**src/rtl/if_id_buffer.sv**
```systemverilog
// IF/ID decoupling buffer: circular queue of (pc, instruction) pairs
// between fetch and decode, with fetch freeze and branch flush.
module if_id_buffer #(
   parameter int DEPTH  = 2,
   parameter int DATA_W = 32
) (
   input  logic              clk,
   input  logic              rst,
   input  logic              flush,
   input  logic              in_valid,
   input  logic [DATA_W-1:0] in_pc,
   input  logic [DATA_W-1:0] in_instruction,
   output logic              in_ready,
   input  logic              out_freeze,
   output logic              out_valid,
   output logic [DATA_W-1:0] out_pc,
   output logic [DATA_W-1:0] out_instruction
);

   localparam int PTR_W = (DEPTH > 2) ? $clog2(DEPTH) : 1;
   localparam int CNT_W = $clog2(DEPTH + 1);
   localparam logic [PTR_W-1:0] LAST = PTR_W'(DEPTH - 1);
   localparam logic [CNT_W-1:0] FULL = CNT_W'(DEPTH);

   logic [DATA_W-1:0] pc_mem  [DEPTH];
   logic [DATA_W-1:0] ins_mem [DEPTH];
   logic [PTR_W-1:0]  wr_ptr;
   logic [PTR_W-1:0]  rd_ptr;
   logic [CNT_W-1:0]  count;
   logic              push;
   logic              pop;

   function automatic logic [PTR_W-1:0] nxt(input logic [PTR_W-1:0] p);
      return (p == LAST) ? '0 : p + PTR_W'(1);
   endfunction

   // Ready and valid come from count alone, so freeze never loops back to fetch
   assign in_ready = (count < FULL);
   assign out_valid = (count != '0);
   assign push = in_valid & in_ready & ~flush;
   assign pop = out_valid & ~out_freeze & ~flush;

   assign out_pc = out_valid ? pc_mem[rd_ptr] : '0;
   assign out_instruction = out_valid ? ins_mem[rd_ptr] : '0;

   always_ff @(posedge clk or negedge rst) begin
      if (!rst) begin
         for (int i = 0; i < DEPTH; i++) begin
            pc_mem[i]  <= '0;
            ins_mem[i] <= '0;
         end
      end else if (push) begin
         pc_mem[wr_ptr]  <= in_pc;
         ins_mem[wr_ptr] <= in_instruction;
      end
   end

   always_ff @(posedge clk or negedge rst) begin
      if (!rst) begin
         wr_ptr <= '0;
         rd_ptr <= '0;
         count  <= '0;
      end else if (flush) begin
         wr_ptr <= '0;
         rd_ptr <= '0;
         count  <= '0;
      end else begin
         if (push) wr_ptr <= nxt(wr_ptr);
         if (pop) rd_ptr <= nxt(rd_ptr);
         unique case ({push, pop})
            2'b10:   count <= count + CNT_W'(1);
            2'b01:   count <= count - CNT_W'(1);
            default: count <= count;
         endcase
      end
   end

endmodule

```
**config.mk**
```make
export PLATFORM = sky130hd
export DESIGN_NAME = if_id_buffer
export DESIGN_NICKNAME = d
export VERILOG_FILES = /design/src/rtl/if_id_buffer.sv
export SDC_FILE = /design/constraint.sdc
export NUM_CORES = 1
export LEC_CHECK = 0
export CAP_MARGIN = 20
export CORE_MARGIN = 2
export CORE_UTILIZATION = 23
export DETAILED_ROUTE_END_ITERATION = 10
export RECOVER_POWER = 50
export SLEW_MARGIN = 0
export SYNTH_ARGS = -nofsm -noshare
export SYNTH_HDL_FRONTEND = slang
export SYNTH_SLANG_ARGS = --single-unit
```
**constraint.sdc**
```tcl
create_clock -name clk -period 2.3 [get_ports clk]
set_clock_uncertainty 0.15 [all_clocks]
set_input_delay 0.345 -clock clk [delete_from_list [all_inputs] [get_ports clk]]
set_output_delay 0.345 -clock clk [all_outputs]
set_load 0.05 [all_outputs]
```
==> qor.json <==
{
  "status": "complete, no violations",
  "core.rowCount": 58,
  "initial_utilization": 0.235,
  "port_buffers": 134,
  "clkSinkCount": 132,
  "num_antenna_cells": 0,
  "gp_congestion": 0.673,
  "syn-num-nets": 503,
  "rsz0062_at_grt": "false",
  "number_of_vias_per_cell": 4.11,
  "post-synth-top-area-cell": "dfrtp_1",
  "area_growth_pct": 46.8,
  "slew_headroom": 0.358,
  "grt.total_usage": 0.103,
  "critical_path.max_fanout": 48,
  "synthesis.yosys.warnings": 0,
  "fp.coreArea_mm2": 0.0253,
  "clkTransAtPathRegs_ns": 0.06,
  "fin_cells": 922,
  "actual_slew_at_the_worst_max_slew_pin_ns": 0.963,
  "post_synth_main_area_contributors": "dfrtp_1 (56%), mux2_2 (24%), mux2i_1 (11%)",
  "initial_antenna_violation_count": 0,
  "synth_top_area_share": 0.557,
  "maxClockFrequency_mhz": 449,
  "wl_mm": 13.4,
  "timing.critical_path.arrival_ns": 1.73,
  "synth_seq_area_share": 0.557,
  "hold_viol_final": 0,
  "detailroute.via_count": 3791,
  "synth-edff-count": 0,
  "clock_latency_ns": 0.41,
  "power_density_mw_per_mm2": 976,
  "floorplan.die_area_mm2": 0.0271,
  "chip_width_um": 165,
  "grt_pass1_vias": 3992,
  "timing_worst_setup_path_type": "reg -> out",
  "clockBufferDepth": 2,
  "finalNetCount": 648,
  "die_h_um": 165,
  "dp.cells": 885,
  "drv_cap": 0,
  "average_wire_length_per_cell_after_detail_routing_um": 14.5,
  "synth_ff_type": "dfrtp_1",
  "first_pass_grt_wire_length_mm": 21.4,
  "detailedRoute.firstIterationViolations": 131,
  "report.final.setup_viol": 0,
  "htree_levels": 4,
  "postSynthCellCount": 434,
  "place.detailed.hpwl_mm": 8.82,
  "tritoncts": "yes",
  "synth_area_per_cell_um2": 13.7,
  "pin_count_of_the_biggest_net_entering_global_routing": 52,
  "yosys_register_bits": 132,
  "fin_crit_ns": 2.23,
  "peakVddDrop_v": 0.000388,
  "gr-total-overflow": 0,
  "first_pass_iteration_count_of_the_detailed_router": 6,
  "critical_path_required_ns": 1.80,
  "cellLeakagePower_uw": 0.00355,
  "timing.final.max_slew_violations": 0,
  "syn-cell-area_mm2": 0.00593,
  "start_kind": "flip-flop",
  "post-route-drc-count": 0,
  "root_buffer": "clkbuf_16",
  "number_of_different_library_cells_in_the_post_synthesis_netlist": 22,
  "detail-route-antenna-nets": 0,
  "timing.critical_path.to_type": "output port",
  "tritoncts.num_buffers": 17,
  "fraction_of_final_layout_cells_with_drive_strength_greater_than_1": 0.414,
  "design.portCount": 135,
  "hold_path.class": "reg -> reg",
  "layout_worst_path_cycle_share": 0.969,
  "async_reset_ff_frac": 1.00,
  "setup_tns_ns": 0,
  "yosys.cell_count.top_type": "dfrtp_1",
  "netlist_top_cells_count": "dfrtp_1 (132), mux2_2 (124), nor2_1 (67), mux2i_1 (64), buf_2 (8)"
}
==> sequential cells by signal (all words and copies together) (netlist names) <==
signal   count
rd_ptr       1
pc_mem      64
ins_mem     64
count        2
wr_ptr       1
==> power breakdown <==
| part | leakage, uW | internal [uW] | total [uW] | switching [uW] |
|---|---|---|---|---|
| clock | 0.000291 | 1690 | 2690 | 1010 |
| sequential | 0.00157 | 2990 | 3300 | 310 |
| combinational | 0.00169 | 1300 | 2520 | 1220 |
| total | 0.00355 | 5970 | 8500 | 2540 |
==> final timing paths <==
| path | start | endpoint | slack [ns] | cells past startpoint |
|---|---|---|---|---|
| max in group asynchronous | rst | ins_mem[0] | 0.69 | 3 |
| worst min-delay path | ins_mem[39] | ins_mem[39] | 0.34 | 1 |
| min in group asynchronous | rst | ins_mem[28] | 0.50 | 2 |
| worst max register to register | count[1] | ins_mem[41] | 0.18 | 4 |
| worst min register to register | ins_mem[39] | ins_mem[39] | 0.34 | 1 |
| worst max-delay path | rd_ptr | out_instruction[5] | 0.07 | 4 |
==> worst max-delay path, cell delays in order (launching register included) <==
cell and delay [ns]:
dfrtp_4 0.50, buf_16 0.25, mux2i_1 0.16, nor2_1 0.23, buf_12 0.18
==> through the flow <==
step | area (um2) | total power, uW | setup WS [ns] | hold WS [ns] | util
detailed placement | 8080 | 5880 | 0.0864 | 0.200 | 0.320
CTS | 8680 | 8630 | 0.0180 | 0.301 | 0.344
finish | 8710 | 8500 | 0.0723 | 0.336 | 0.345
global placement | 8080 | 5830 | 0.0770 | 0.203 | 0.320
global route | 8710 | 8960 | 0.00337 | 0.362 | 0.345
floorplan | 5930 | 4860 | 0.235 | -0.101 | -
==> routing by layer <==
layer  GRT usage  wire (um)  vias to the layer above
met4      0.0395        173                        0
li1            -          -                     1807
met3      0.0274        565                        8
met5           0          0                        -
met1       0.126       5870                     1895
met2       0.172       6760                       81
==> layout make-up <==
cell class / count / area [um2]
sequential: 132 / 3310
timing repair buffer: 153 / 1930
clock inverter: 7 / 68.8
tap: 330 / 413
clock buffer: 25 / 526
fill: 2493 / 16500
inverter: 2 / 7.51
multi-input combinational: 273 / 2450
==> cells in the final DEF, fill, tap and decap left out, types with 2 or more instances in the layout <==
cell	n
clkdlybuf4s50_1	67
a21o_1	2
inv_1	2
mux2_2	124
clkinvlp_4	2
dfrtp_1	131
buf_12	47
clkbuf_8	7
clkinv_2	3
buf_4	32
mux2_1	5
nor2_1	64
clkbuf_16	17
a21oi_1	2
mux2i_1	64
nor2_2	2
clkbuf_2	2
buf_6	2
nand2b_1	2
==> cell families after synthesis <==
| family | synth area share |
|---|---|
| xor+xnor | 0.00148 |
| buf+inv | 0.0314 |
| mux | 0.353 |
| simple gates | 0.0514 |
| flops | 0.557 |
| compound gates | 0.00632 |
==> timing repair <==
| item | in CTS | in global routing |
|---|---|---|
| gates resized for setup | 0 | 5 |
| hold buffers | 1 | 0 |
| buffers inserted | 0 | 4 |
| hold endpoints to repair | 33 | 0 |
| endpoints found under the setup margin | 0 | 34 |
Note: power is estimated with default switching activity, not from simulation.
